**config.mk**
```make
export PLATFORM = sky130hd
export DESIGN_NAME = qea_job_sequencer_flat
export DESIGN_NICKNAME = d
export VERILOG_FILES = /design/src/rtl/qea_seq_pkg.sv /design/src/rtl/qea_job_sequencer_if.sv /design/src/rtl/qea_seq_readout.sv /design/src/rtl/qea_job_sequencer.sv /design/src/flat_wrapper.sv
export SDC_FILE = /design/constraint.sdc
export NUM_CORES = 1
export LEC_CHECK = 0
export ABC_AREA = 1
export BUFFER_PORTS_ARGS = -buffer_cell sky130_fd_sc_hd__buf_2
export CORE_AREA = 2 2 389 391
export DETAILED_ROUTE_END_ITERATION = 8
export DIE_AREA = 0 0 391 393
export HOLD_SLACK_MARGIN = 0.08
export PLACE_DENSITY = 0.3
export SYNTH_ARGS = -nofsm -noshare
export SYNTH_HDL_FRONTEND = slang
export SYNTH_HIERARCHICAL = 1
export SYNTH_SLANG_ARGS = --single-unit
```
**constraint.sdc**
```tcl
create_clock -name clk -period 23.1 [get_ports clk]
set_clock_uncertainty 0.1 [all_clocks]
set_input_delay 4.62 -clock clk [delete_from_list [all_inputs] [get_ports clk]]
set_output_delay 4.62 -clock clk [all_outputs]
set_load 0.01 [all_outputs]
```
**src/rtl/qea_seq_pkg.sv**
```systemverilog
// qea_seq_pkg: shared parameters, FSM state encoding and depth helper for the QEA job sequencer.
package qea_seq_pkg;
    localparam int PE_NUM_WIDTH = 2;
    localparam int PE_NUM = 4;
    localparam int DATA_WIDTH = 32;
    localparam int STATE_DATA_WIDTH = 2 * DATA_WIDTH;
    localparam int STATE_ADDR_WIDTH = 16;
    localparam int GATE_CONTEXT_DATA_WIDTH = 2 * DATA_WIDTH;
    localparam int GATE_CONTEXT_ADDR_WIDTH = 16;
    localparam int MAX_QBIT_WIDTH = 6;
    localparam int NUM_FRAC_BIT = 30;
    localparam int RD_LAT = 1;
    localparam int CYC_WIDTH = 32;
    localparam int WORD_WIDTH = PE_NUM * STATE_DATA_WIDTH;
    localparam logic [DATA_WIDTH-1:0] ONE = DATA_WIDTH'(1) << NUM_FRAC_BIT;

    typedef enum logic [3:0] {
        IDLE, LOAD_CTX, INIT_ST, START, RUN, READ_ISSUE, READ_WAIT, READ_HOLD, DONE
    } state_t;

    // Number of state RAM words; one extra bit so a full 2^STATE_ADDR_WIDTH fits.
    function automatic logic [STATE_ADDR_WIDTH:0] depth(input logic [MAX_QBIT_WIDTH-1:0] qbit);
        return (STATE_ADDR_WIDTH + 1)'(1) << (qbit - MAX_QBIT_WIDTH'(PE_NUM_WIDTH));
    endfunction
endpackage

```
**src/rtl/qea_job_sequencer_if.sv**
```systemverilog
// qea_job_sequencer_if: host command/context stream, QEA load/start/readout ports and result stream.
interface qea_job_sequencer_if;
    import qea_seq_pkg::*;
    logic i_cmd_start;
    logic [MAX_QBIT_WIDTH-1:0] i_qbit_num;
    logic [GATE_CONTEXT_ADDR_WIDTH-1:0] i_ins_num;
    logic i_ctx_valid;
    logic o_ctx_ready;
    logic [GATE_CONTEXT_DATA_WIDTH-1:0] i_ctx_word;
    logic o_qea_start;
    logic [MAX_QBIT_WIDTH-1:0] o_qea_qbit_num;
    logic o_qea_ctx_en;
    logic o_qea_ctx_wea;
    logic [GATE_CONTEXT_ADDR_WIDTH-1:0] o_qea_ctx_addr;
    logic [GATE_CONTEXT_DATA_WIDTH-1:0] o_qea_ctx_data;
    logic o_qea_state_ena;
    logic o_qea_state_wea;
    logic [STATE_ADDR_WIDTH-1:0] o_qea_state_addra;
    logic [WORD_WIDTH-1:0] o_qea_state_dina;
    logic i_qea_complete;
    logic [WORD_WIDTH-1:0] i_qea_state_dout;
    logic o_out_valid;
    logic i_out_ready;
    logic [WORD_WIDTH-1:0] o_out_data;
    logic o_out_last;
    logic o_busy;
    logic o_done;
    logic o_err;
    logic [CYC_WIDTH-1:0] o_exec_cycles;

    modport master (
        input  i_cmd_start, i_qbit_num, i_ins_num, i_ctx_valid, i_ctx_word,
               i_qea_complete, i_qea_state_dout, i_out_ready,
        output o_ctx_ready, o_qea_start, o_qea_qbit_num, o_qea_ctx_en, o_qea_ctx_wea,
               o_qea_ctx_addr, o_qea_ctx_data, o_qea_state_ena, o_qea_state_wea,
               o_qea_state_addra, o_qea_state_dina, o_out_valid, o_out_data, o_out_last,
               o_busy, o_done, o_err, o_exec_cycles
    );

    modport slave (
        output i_cmd_start, i_qbit_num, i_ins_num, i_ctx_valid, i_ctx_word,
               i_qea_complete, i_qea_state_dout, i_out_ready,
        input  o_ctx_ready, o_qea_start, o_qea_qbit_num, o_qea_ctx_en, o_qea_ctx_wea,
               o_qea_ctx_addr, o_qea_ctx_data, o_qea_state_ena, o_qea_state_wea,
               o_qea_state_addra, o_qea_state_dina, o_out_valid, o_out_data, o_out_last,
               o_busy, o_done, o_err, o_exec_cycles
    );
endinterface

```
**src/rtl/qea_seq_readout.sv**
```systemverilog
// qea_seq_readout: walks the state RAM, waits out the read latency and holds each word until accepted.
module qea_seq_readout
    import qea_seq_pkg::*;
(
    input  logic clk,
    input  logic rst,
    input  state_t st,
    input  logic [STATE_ADDR_WIDTH:0] dep,
    input  logic [WORD_WIDTH-1:0] dout,
    input  logic out_ready,
    output logic rd_ena,
    output logic [STATE_ADDR_WIDTH-1:0] rd_addr,
    output logic lat_done,
    output logic last,
    output logic out_valid,
    output logic [WORD_WIDTH-1:0] out_data,
    output logic out_last
);
    localparam int LW = $clog2(RD_LAT + 1);
    logic [STATE_ADDR_WIDTH-1:0] addr;
    logic [LW-1:0] lat;

    assign rd_ena = st == READ_ISSUE;
    assign rd_addr = addr;
    assign lat_done = st == READ_WAIT && lat == LW'(RD_LAT - 1);
    assign last = (STATE_ADDR_WIDTH + 1)'(addr) == dep - 1'b1;
    assign out_valid = st == READ_HOLD;
    assign out_last = out_valid && last;

    always_ff @(posedge clk or posedge rst) begin
        if (rst) begin
            addr <= '0;
            lat <= '0;
            out_data <= '0;
        end else begin
            addr <= st == START ? '0 : (out_valid && out_ready) ? addr + 1'b1 : addr;
            lat <= st == READ_WAIT ? lat + 1'b1 : '0;
            if (lat_done)
                out_data <= dout;
        end
    end
endmodule

```
**src/rtl/qea_job_sequencer.sv**
```systemverilog
// qea_job_sequencer: loads context, initialises |0..0>, runs the QEA core, times it and streams the state out.
module qea_job_sequencer
    import qea_seq_pkg::*;
(
    input logic clk,
    input logic rst,
    qea_job_sequencer_if.master bus
);
    state_t st, nx;
    logic [MAX_QBIT_WIDTH-1:0] qbit;
    logic [GATE_CONTEXT_ADDR_WIDTH-1:0] ins, cnt, ctx_addr;
    logic [GATE_CONTEXT_DATA_WIDTH-1:0] ctx_data;
    logic [STATE_ADDR_WIDTH:0] dep;
    logic [STATE_ADDR_WIDTH-1:0] rd_addr;
    logic [CYC_WIDTH-1:0] exec;
    logic err, err_done, ctx_en, bad, hs, ctx_last, init, init_last, rd_ena, lat_done, rd_last;

    assign dep = depth(qbit);
    assign bad = bus.i_ins_num == '0 || bus.i_qbit_num < MAX_QBIT_WIDTH'(PE_NUM_WIDTH)
              || bus.i_qbit_num > MAX_QBIT_WIDTH'(PE_NUM_WIDTH + STATE_ADDR_WIDTH);
    assign hs = bus.i_ctx_valid && bus.o_ctx_ready;
    assign ctx_last = cnt == ins - 1'b1;
    assign init = st == INIT_ST;
    assign init_last = (STATE_ADDR_WIDTH + 1)'(cnt) == dep - 1'b1;

    always_comb begin
        nx = st;
        unique case (st)
            IDLE:       nx = (bus.i_cmd_start && !bad) ? LOAD_CTX : IDLE;
            LOAD_CTX:   nx = (hs && ctx_last) ? INIT_ST : LOAD_CTX;
            INIT_ST:    nx = init_last ? START : INIT_ST;
            START:      nx = RUN;
            RUN:        nx = bus.i_qea_complete ? READ_ISSUE : RUN;
            READ_ISSUE: nx = READ_WAIT;
            READ_WAIT:  nx = lat_done ? READ_HOLD : READ_WAIT;
            READ_HOLD:  nx = bus.i_out_ready ? (rd_last ? DONE : READ_ISSUE) : READ_HOLD;
            DONE:       nx = IDLE;
            default:    nx = IDLE;
        endcase
    end

    always_ff @(posedge clk or posedge rst) begin
        if (rst) begin
            st <= IDLE;
            qbit <= '0;
            ins <= '0;
            cnt <= '0;
            err <= 1'b0;
            err_done <= 1'b0;
            ctx_en <= 1'b0;
            ctx_addr <= '0;
            ctx_data <= '0;
            exec <= '0;
        end else begin
            st <= nx;
            err_done <= st == IDLE && bus.i_cmd_start && bad;
            if (st == IDLE && bus.i_cmd_start) begin
                qbit <= bus.i_qbit_num;
                ins <= bus.i_ins_num;
                err <= bad;
            end
            ctx_en <= hs;
            if (hs) begin
                ctx_addr <= cnt;
                ctx_data <= bus.i_ctx_word;
            end
            // Shared counter: context index while loading, then state address while initialising.
            cnt <= (st == IDLE || (hs && ctx_last)) ? '0 : (hs || init) ? cnt + 1'b1 : cnt;
            if (st == START)
                exec <= '0;
            else if (st == RUN && !bus.i_qea_complete && exec != '1)
                exec <= exec + 1'b1;
        end
    end

    assign bus.o_ctx_ready = st == LOAD_CTX;
    assign bus.o_qea_ctx_en = ctx_en;
    assign bus.o_qea_ctx_wea = ctx_en;
    assign bus.o_qea_ctx_addr = ctx_addr;
    assign bus.o_qea_ctx_data = ctx_data;
    assign bus.o_qea_start = st == START;
    assign bus.o_qea_qbit_num = qbit;
    assign bus.o_qea_state_ena = init || rd_ena;
    assign bus.o_qea_state_wea = init;
    assign bus.o_qea_state_addra = init ? STATE_ADDR_WIDTH'(cnt) : rd_addr;
    assign bus.o_qea_state_dina = (init && cnt == '0) ? {ONE, (WORD_WIDTH - DATA_WIDTH)'(0)} : '0;
    assign bus.o_busy = st != IDLE;
    assign bus.o_done = st == DONE || err_done;
    assign bus.o_err = err;
    assign bus.o_exec_cycles = exec;

    qea_seq_readout u_readout (
        .clk(clk),
        .rst(rst),
        .st(st),
        .dep(dep),
        .dout(bus.i_qea_state_dout),
        .out_ready(bus.i_out_ready),
        .rd_ena(rd_ena),
        .rd_addr(rd_addr),
        .lat_done(lat_done),
        .last(rd_last),
        .out_valid(bus.o_out_valid),
        .out_data(bus.o_out_data),
        .out_last(bus.o_out_last)
    );
endmodule

```
**src/flat_wrapper.sv**
```systemverilog
// flat-port wrapper written by rule: the top's interface ports become plain ports
module qea_job_sequencer_flat import qea_seq_pkg::*;
  (clk, rst, bus_i_cmd_start, bus_i_qbit_num, bus_i_ins_num, bus_i_ctx_valid, bus_i_ctx_word, bus_i_qea_complete, bus_i_qea_state_dout, bus_i_out_ready, bus_o_ctx_ready, bus_o_qea_start, bus_o_qea_qbit_num, bus_o_qea_ctx_en, bus_o_qea_ctx_wea, bus_o_qea_ctx_addr, bus_o_qea_ctx_data, bus_o_qea_state_ena, bus_o_qea_state_wea, bus_o_qea_state_addra, bus_o_qea_state_dina, bus_o_out_valid, bus_o_out_data, bus_o_out_last, bus_o_busy, bus_o_done, bus_o_err, bus_o_exec_cycles);
  qea_job_sequencer_if bus_i ();
  input logic clk;
  input logic rst;
  input wire logic [$bits(bus_i.i_cmd_start)-1:0] bus_i_cmd_start;
  input wire logic [$bits(bus_i.i_qbit_num)-1:0] bus_i_qbit_num;
  input wire logic [$bits(bus_i.i_ins_num)-1:0] bus_i_ins_num;
  input wire logic [$bits(bus_i.i_ctx_valid)-1:0] bus_i_ctx_valid;
  input wire logic [$bits(bus_i.i_ctx_word)-1:0] bus_i_ctx_word;
  input wire logic [$bits(bus_i.i_qea_complete)-1:0] bus_i_qea_complete;
  input wire logic [$bits(bus_i.i_qea_state_dout)-1:0] bus_i_qea_state_dout;
  input wire logic [$bits(bus_i.i_out_ready)-1:0] bus_i_out_ready;
  output wire logic [$bits(bus_i.o_ctx_ready)-1:0] bus_o_ctx_ready;
  output wire logic [$bits(bus_i.o_qea_start)-1:0] bus_o_qea_start;
  output wire logic [$bits(bus_i.o_qea_qbit_num)-1:0] bus_o_qea_qbit_num;
  output wire logic [$bits(bus_i.o_qea_ctx_en)-1:0] bus_o_qea_ctx_en;
  output wire logic [$bits(bus_i.o_qea_ctx_wea)-1:0] bus_o_qea_ctx_wea;
  output wire logic [$bits(bus_i.o_qea_ctx_addr)-1:0] bus_o_qea_ctx_addr;
  output wire logic [$bits(bus_i.o_qea_ctx_data)-1:0] bus_o_qea_ctx_data;
  output wire logic [$bits(bus_i.o_qea_state_ena)-1:0] bus_o_qea_state_ena;
  output wire logic [$bits(bus_i.o_qea_state_wea)-1:0] bus_o_qea_state_wea;
  output wire logic [$bits(bus_i.o_qea_state_addra)-1:0] bus_o_qea_state_addra;
  output wire logic [$bits(bus_i.o_qea_state_dina)-1:0] bus_o_qea_state_dina;
  output wire logic [$bits(bus_i.o_out_valid)-1:0] bus_o_out_valid;
  output wire logic [$bits(bus_i.o_out_data)-1:0] bus_o_out_data;
  output wire logic [$bits(bus_i.o_out_last)-1:0] bus_o_out_last;
  output wire logic [$bits(bus_i.o_busy)-1:0] bus_o_busy;
  output wire logic [$bits(bus_i.o_done)-1:0] bus_o_done;
  output wire logic [$bits(bus_i.o_err)-1:0] bus_o_err;
  output wire logic [$bits(bus_i.o_exec_cycles)-1:0] bus_o_exec_cycles;
  assign bus_i.i_cmd_start = bus_i_cmd_start;
  assign bus_i.i_qbit_num = bus_i_qbit_num;
  assign bus_i.i_ins_num = bus_i_ins_num;
  assign bus_i.i_ctx_valid = bus_i_ctx_valid;
  assign bus_i.i_ctx_word = bus_i_ctx_word;
  assign bus_i.i_qea_complete = bus_i_qea_complete;
  assign bus_i.i_qea_state_dout = bus_i_qea_state_dout;
  assign bus_i.i_out_ready = bus_i_out_ready;
  assign bus_o_ctx_ready = bus_i.o_ctx_ready;
  assign bus_o_qea_start = bus_i.o_qea_start;
  assign bus_o_qea_qbit_num = bus_i.o_qea_qbit_num;
  assign bus_o_qea_ctx_en = bus_i.o_qea_ctx_en;
  assign bus_o_qea_ctx_wea = bus_i.o_qea_ctx_wea;
  assign bus_o_qea_ctx_addr = bus_i.o_qea_ctx_addr;
  assign bus_o_qea_ctx_data = bus_i.o_qea_ctx_data;
  assign bus_o_qea_state_ena = bus_i.o_qea_state_ena;
  assign bus_o_qea_state_wea = bus_i.o_qea_state_wea;
  assign bus_o_qea_state_addra = bus_i.o_qea_state_addra;
  assign bus_o_qea_state_dina = bus_i.o_qea_state_dina;
  assign bus_o_out_valid = bus_i.o_out_valid;
  assign bus_o_out_data = bus_i.o_out_data;
  assign bus_o_out_last = bus_i.o_out_last;
  assign bus_o_busy = bus_i.o_busy;
  assign bus_o_done = bus_i.o_done;
  assign bus_o_err = bus_i.o_err;
  assign bus_o_exec_cycles = bus_i.o_exec_cycles;
  qea_job_sequencer u_core (.clk(clk), .rst(rst), .bus(bus_i));
endmodule
```
### Yosys cells after proc, flatten, opt, wreduce, memory -nomap -nowiden

Cells that the tools add are included.

* flip-flop bits (word level): 430
* input port bits: 348
* output and inout port bits: 657
* logic and storage cells: 79

* add/sub/neg operators: 7
* order comparisons: 2
* equal/unequal tests: 12
* shifts and indexed selects: 1
* mux-type cells: 17
* bitwise gates (word level): 1
* reductions and logical operators: 26

Operators by type and width (count)
* 255-bit two-way mux: 1
* 16-bit two-way mux: 5
* 32-bit two-way mux: 2
* 16-bit by 17-bit == test with 1-bit output: 2
* 16-bit by 1-bit adder with 16-bit output (second input constant): 2
* 32-bit by 1-bit adder with 32-bit output (second input constant): 1
* 16-bit zero test: 2
* 32-bit inequality test (second input constant): 1
* 4-bit one-hot mux with 8 select lines: 1
* 1-bit by 6-bit << shifter with 17-bit output (first input constant): 1
* 17-bit by 1-bit subtractor with 17-bit output (second input constant): 1
* 16-bit == test: 1
* 4-bit by 3-bit == test with 1-bit output (second input constant): 4
* 16-bit by 1-bit subtractor with 16-bit output (second input constant): 1
* 1-bit logical AND: 11
* 4-bit by 2-bit == test with 1-bit output (second input constant): 2
* 4-bit two-way mux: 2
* 6-bit by 5-bit greater-than comparator with 1-bit output (second input constant): 1
* 1-bit logical OR: 6
* 6-bit by 2-bit less-than comparator with 1-bit output (second input constant): 1
* 2-bit nonzero test: 3
* 6-bit by 2-bit subtractor with 6-bit output (second input constant): 1
* 1-bit two-way mux: 5
* 4-bit by 1-bit == test with 1-bit output (second input constant): 1
* 7 further kinds: 8

### Logic depth before layout (Yosys ltp)

* depth after elaboration: 7
* mapped depth: 28
* depth with buffers taken out: 27

### Modules after synthesis

Netlist, hierarchy kept.

Modules (own cells, without submodules)
* qea_seq_readout: times used 1, cells each 1370, area each 11253.3 µm², sequential area each 6831.6 µm²
* qea_job_sequencer: times used 1, cells each 1437, area each 10649.0 µm², sequential area each 3928.8 µm²

### Worst setup path after synthesis

No wires, ideal clock.

* path type: register to output
* start point: register u_core.qbit[1], in the netlist u_core/bus.o_qea_qbit_num[1]
* end point: output bus_o_out_last
* data arrival time: 2.690 ns
* data required time: 18.380 ns
* path slack: 15.690 ns
* stages on the path, launching flop included: 23
* cell sequence: dfrtp_1 > clkbuf_8 > inv_8 > ha_1 > buf_2 > nand3_1 > nor2_1 > nand2_1 > nor2_1 > inv_1 > ha_1 > inv_1 > nand2_1 > nand2_1 > nor2_1 > nand2_1 > nor2_1 > nand3_1 > nor2_1 > nand2_1 > nor2_1 > nand2_1 > nor2_1

* cells in the longest elaborated chain, start to end: 5

RTL lines
* start, declared: line qea_job_sequencer.sv:10 `logic [MAX_QBIT_WIDTH-1:0] qbit;`
* start signal, assigned: line qea_job_sequencer.sv:58 `qbit <= bus.i_qbit_num;`
* 6-bit by 2-bit subtractor with 6-bit output: line qea_seq_pkg.sv:23 `return (STATE_ADDR_WIDTH + 1)'(1) << (qbit - MAX_QBIT_WIDTH'(PE_NUM_WIDTH));`
* 1-bit by 6-bit << shifter with 17-bit output: line qea_seq_pkg.sv:23
* via u_core.dep[0]: line qea_job_sequencer.sv:13 `logic [STATE_ADDR_WIDTH:0] dep;`
* 17-bit by 1-bit subtractor with 17-bit output: line qea_seq_readout.sv:26 `assign last = (STATE_ADDR_WIDTH + 1)'(addr) == dep - 1'b1;`
* 16-bit by 17-bit == test with 1-bit output: line qea_seq_readout.sv:26
* 1-bit logical AND: line qea_seq_readout.sv:28 `assign out_last = out_valid && last;`
* end, declared: line flat_wrapper.sv:28 `output wire logic [$bits(bus_i.o_out_last)-1:0] bus_o_out_last;`

The timed path passes the listed nets, and every way through them passes these cells.

### Worst setup path after layout

Ends and elaborated chain as after synthesis.

==> insert_results.sql <==
INSERT INTO impl_metrics (metric_group, metric, value, unit) VALUES
('layout', 'layout.nets', '3895', ''),
('placement', 'io_buffer_count', '749', ''),
('timing', 'slew_viol_final', '0', ''),
('global_routing', 'vias_in_the_first_global_route', '19776', ''),
('cts', 'tritoncts', 'done', ''),
('setup_path', 'critical-path-top-delay-family', 'simple AND/OR/NAND/NOR gates', ''),
('synth', 'synthTopCellsByArea', 'sky130_fd_sc_hd__dfrtp_1, sky130_fd_sc_hd__nand2_1, sky130_fd_sc_hd__buf_4', ''),
('synth', 'synth.distinct_cells', '52', ''),
('setup_path', 'path_class', 'reg2out', ''),
('cts', 'post_cts_repair_resize_count', '0', ''),
('synth', 'synthMostInstantiatedCell', 'sky130_fd_sc_hd__nand2_1', ''),
('power_and_ir_drop', 'cellLeakagePower', '16.0', 'nW'),
('cts', 'cts.hold.buffers_added', '0', ''),
('synth', 'yosysWarningCount', '6', ''),
('floorplanning', 'core', '0.149', 'mm2'),
('cts', 'htreeDepth', '2', ''),
('global_routing', 'track_usage', '0.121', ''),
('power_and_ir_drop', 'ir_drop', '0.0000929', 'V'),
('global_routing', 'globalRoute.totalOverflow', '0', ''),
('layout', 'drive_gt1_frac', '0.258', ''),
('synth', 'synth.yosys.seq_area_share', '0.491', ''),
('timing', 'final-setup-viol-count', '0', ''),
('cts', 'clock_insertion_delay_worst_skew', '670', 'ps'),
('setup_path', 'timing.critical_path.mode_cell', 'sky130_fd_sc_hd__nor2_1', ''),
('cts', 'numCtsBuffers', '60', ''),
('power_and_ir_drop', 'p_per_area', '110', 'mW/mm2'),
('synth', 'number_of_standard_cells_after_synthesis', '2807', ''),
('floorplanning', 'die_height', '393', 'um'),
('global_routing', 'grt_antenna_before_repair', '36', ''),
('placement', 'place_hpwl', '74.2', 'mm'),
('floorplanning', 'initial_core_util', '0.147', ''),
('synth', 'synth.avg_cell_area', '7.80', 'um2'),
('timing', 'setup_repair_after_global_routing_missed_its_margin', 'false', ''),
('floorplanning', 'x_dimension_of_the_die', '391', 'um'),
('drt', 'detail_route.wirelength', '97.8', 'mm'),
('floorplanning', 'placementRows', '142', ''),
('layout', 'flow.area_growth_from_synthesis', '31.8', '%'),
('setup_path', 'cp_max_fo', '11', ''),
('drt', 'route.detailed.wl_per_inst', '17.7', 'um'),
('setup_path', 'crit_slowest_cell', 'sky130_fd_sc_hd__dfrtp_1', ''),
('timing', 'fin_crit_sh', '0.387', ''),
('drt', 'vias_per_cell', '3.57', ''),
('timing', 'setup_total_negative_slack', '0', 'ps'),
('drt', 'firstDrtPassIters', '4', ''),
('synth', 'synth_enable_flop_cells', '0', ''),
('timing', 'timing.final.crit_period', '8930', 'ps'),
('timing', 'report.final.hold_viol_count', '0', ''),
('floorplanning', 'dieArea', '0.154', 'mm2'),
('drt', 'drc_errors', '0', ''),
('cts', 'clkSinkCount', '430', ''),
('timing', 'worst_slew_margin_rel', '0.267', ''),
('synth', 'synthFlopType', 'sky130_fd_sc_hd__dfrtp_1', ''),
('drt', 'vias', '19792', ''),
('cts', 'clk_root_buffer_cell', 'sky130_fd_sc_hd__clkbuf_16', ''),
('drt', 'drt_first_iter_violations', '795', ''),
('layout', 'final_layout_fill_cell_count', '17120', ''),
('setup_path', 'critPathBufInv', '4', ''),
('cts', 'cts_setup_buffers', '0', ''),
('synth', 'asyncSetResetFlopFracSynth', '1.00', ''),
('status', 'status', 'finished clean', ''),
('synth', 'synth_common_cells', 'sky130_fd_sc_hd__nand2_1, sky130_fd_sc_hd__dfrtp_1, sky130_fd_sc_hd__buf_4', ''),
('setup_path', 'crit_path_end_kind', 'output pin', ''),
('synth', 'yosys_register_bits', '430', ''),
('setup_path', 'cpPeakStageDelay', '650', 'ps'),
('setup_path', 'timing.critical_path.arrival', '4210', 'ps'),
('synth', 'post_synthesis_cell_area', '0.0219', 'mm2'),
('placement', 'finalWeightedCongestion', '0.808', ''),
('timing', 'timing.fmax', '0.112', 'GHz'),
('layout', 'post_layout_nonfiller_instances', '5539', ''),
('floorplanning', 'design.portCount', '1005', ''),
('global_routing', 'grt_start_max_net_pins', '177', '');
per-stage QoR:
step / utilization / cell area [um2] / hold WS [ps] / setup WS [ps] / total power, mW
floorplan: - / 22900 / 368 / 10860 / 1.74
global placement: 0.180 / 26800 / 350 / 14750 / 2.27
detailed placement: 0.180 / 26800 / 353 / 14790 / 2.26
CTS: 0.193 / 28800 / 367 / 14000 / 3.26
global route: 0.193 / 28900 / 382 / 13690 / 3.41
finish: 0.193 / 28900 / 364 / 14170 / 3.16
worst reg2reg max path, cell delays in order (launching register included):
cell and delay [ps]:
sky130_fd_sc_hd__dfrtp_1 650, sky130_fd_sc_hd__inv_8 60, sky130_fd_sc_hd__ha_1 430, sky130_fd_sc_hd__nand3_1 140, sky130_fd_sc_hd__nor2_1 180, sky130_fd_sc_hd__nand2_1 70
sky130_fd_sc_hd__nor2_1 260, sky130_fd_sc_hd__inv_1 150, sky130_fd_sc_hd__ha_1 330, sky130_fd_sc_hd__inv_1 40, sky130_fd_sc_hd__nand2_1 50, sky130_fd_sc_hd__nand2_1 40
sky130_fd_sc_hd__nor2_1 120, sky130_fd_sc_hd__nand2_1 70, sky130_fd_sc_hd__nor2_1 90, sky130_fd_sc_hd__nand3_1 90, sky130_fd_sc_hd__nor2_1 90, sky130_fd_sc_hd__nand2_1 60
sky130_fd_sc_hd__nor2_1 130, sky130_fd_sc_hd__nand2_1 200, sky130_fd_sc_hd__inv_1 130, sky130_fd_sc_hd__a21oi_1 70, sky130_fd_sc_hd__a221oi_1 230, sky130_fd_sc_hd__o22ai_1 110
sky130_fd_sc_hd__a21oi_1 130, sky130_fd_sc_hd__nand2_1 60
flip-flops by register name, summed over array words and instances, names as in the netlist:
name / flops
u_core/cnt: 16
u_core/u_readout/lat: 1
u_core/bus.o_err: 1
u_core/bus.o_qea_ctx_addr: 16
u_core/bus.o_qea_qbit_num: 6
u_core/st: 4
u_core/u_readout/rd_addr: 16
u_core/bus.o_qea_ctx_en: 1
u_core/err_done: 1
u_core/bus.o_exec_cycles: 32
u_core/u_readout/out_data: 256
u_core/bus.o_qea_ctx_data: 64
u_core/ins: 16
kinds of logic after synthesis:
| kind of cell | share of synthesized area |
|---|---|
| simple gates | 0.313 |
| xor+xnor | 0.0244 |
| fa+ha+maj | 0.00457 |
| buf+inv | 0.136 |
| compound gates | 0.0308 |
| flops | 0.491 |
| other cells | 0.000171 |
report_power, final:
| group | internal (mW) | switching, mW | leakage [nW] |
|---|---|---|---|
| combinational | 0.340 | 0.754 | 9.55 |
| clock | 0.558 | 0.394 | 0.991 |
| sequential | 0.991 | 0.127 | 5.48 |
| total | 1.89 | 1.27 | 16.0 |
placed cells by master (no fill, tap or decap), types with 3 or more instances in the layout:
cell type                    synthesis  layout
sky130_fd_sc_hd__a211oi_1            3       3
sky130_fd_sc_hd__a21oi_1            34      34
sky130_fd_sc_hd__buf_2              54     749
sky130_fd_sc_hd__buf_4             256      15
sky130_fd_sc_hd__clkbuf_1           33      10
sky130_fd_sc_hd__clkbuf_16           0      60
sky130_fd_sc_hd__clkbuf_8            1      18
sky130_fd_sc_hd__clkinv_2            0      12
sky130_fd_sc_hd__clkinvlp_4          0       4
sky130_fd_sc_hd__conb_1              1     255
sky130_fd_sc_hd__dfrtp_1           430     430
sky130_fd_sc_hd__diode_2             0       7
sky130_fd_sc_hd__ha_1                8       8
sky130_fd_sc_hd__inv_1             152     149
sky130_fd_sc_hd__inv_2               5       5
sky130_fd_sc_hd__inv_6               0       3
sky130_fd_sc_hd__inv_8               1       3
sky130_fd_sc_hd__nand2_1          1294    1294
sky130_fd_sc_hd__nand2_2             9       9
sky130_fd_sc_hd__nand2_4             5       5
sky130_fd_sc_hd__nand3_1            83      83
sky130_fd_sc_hd__nand3_2             7       6
sky130_fd_sc_hd__nand3b_1            6       6
sky130_fd_sc_hd__nand4_1            30      30
sky130_fd_sc_hd__nor2_1            157     156
sky130_fd_sc_hd__nor2_2             12      13
sky130_fd_sc_hd__nor2_4              5       5
sky130_fd_sc_hd__nor3_1             38      38
sky130_fd_sc_hd__nor3_2              3       3
sky130_fd_sc_hd__nor3b_1             3       3
sky130_fd_sc_hd__nor4_1             11      11
sky130_fd_sc_hd__o21ai_0            66      66
sky130_fd_sc_hd__o31ai_1             6       6
sky130_fd_sc_hd__or2_2               3       3
sky130_fd_sc_hd__xnor2_1            21      21
sky130_fd_sc_hd__xor2_1             40      40
final timing paths:
| check | from | to | slack [ps] | depth (start not counted) |
|---|---|---|---|---|
| worst max register to register | u_core/bus.o_qea_qbit_num[1]$_DFFE_PP0P_ | u_core/st[0]$_DFF_PP0_ | 18910 | 25 |
| min in group asynchronous | rst | u_core/bus.o_exec_cycles[22]$_DFFE_PP0P_ | 4010 | 2 |
| worst max-delay path | u_core/bus.o_qea_qbit_num[1]$_DFFE_PP0P_ | bus_o_out_last | 14170 | 21 |
| max in group asynchronous | rst | u_core/u_readout/out_data[210]$_DFFE_PP0P_ | 16670 | 4 |
| worst min-delay path | u_core/u_readout/out_data[106]$_DFFE_PP0P_ | u_core/u_readout/out_data[106]$_DFFE_PP0P_ | 360 | 2 |
| worst min register to register | u_core/u_readout/out_data[106]$_DFFE_PP0P_ | u_core/u_readout/out_data[106]$_DFFE_PP0P_ | 360 | 2 |
per-layer routing:
layer / wire length [um] / vias up / GRT usage
met4: 2890 / 28 / 0.0359
met1: 39500 / 9229 / 0.143
met2: 45500 / 743 / 0.200
met3: 9740 / 163 / 0.0507
met5: 194 / - / 0
li1: - / 9629 / -
area by class of cell:
class	instances	area (um2)	area share
antenna	7	17.5	0.000607
clock buffer	88	1790	0.0619
clock inverter	23	226	0.00785
inverter	160	628	0.0218
multi-input combinational	2122	9130	0.316
sequential	430	10800	0.373
tap	1944	2430	0.0843
timing repair buffer	765	3880	0.134
No activity file was read; power rests on OpenSTA's default activity.
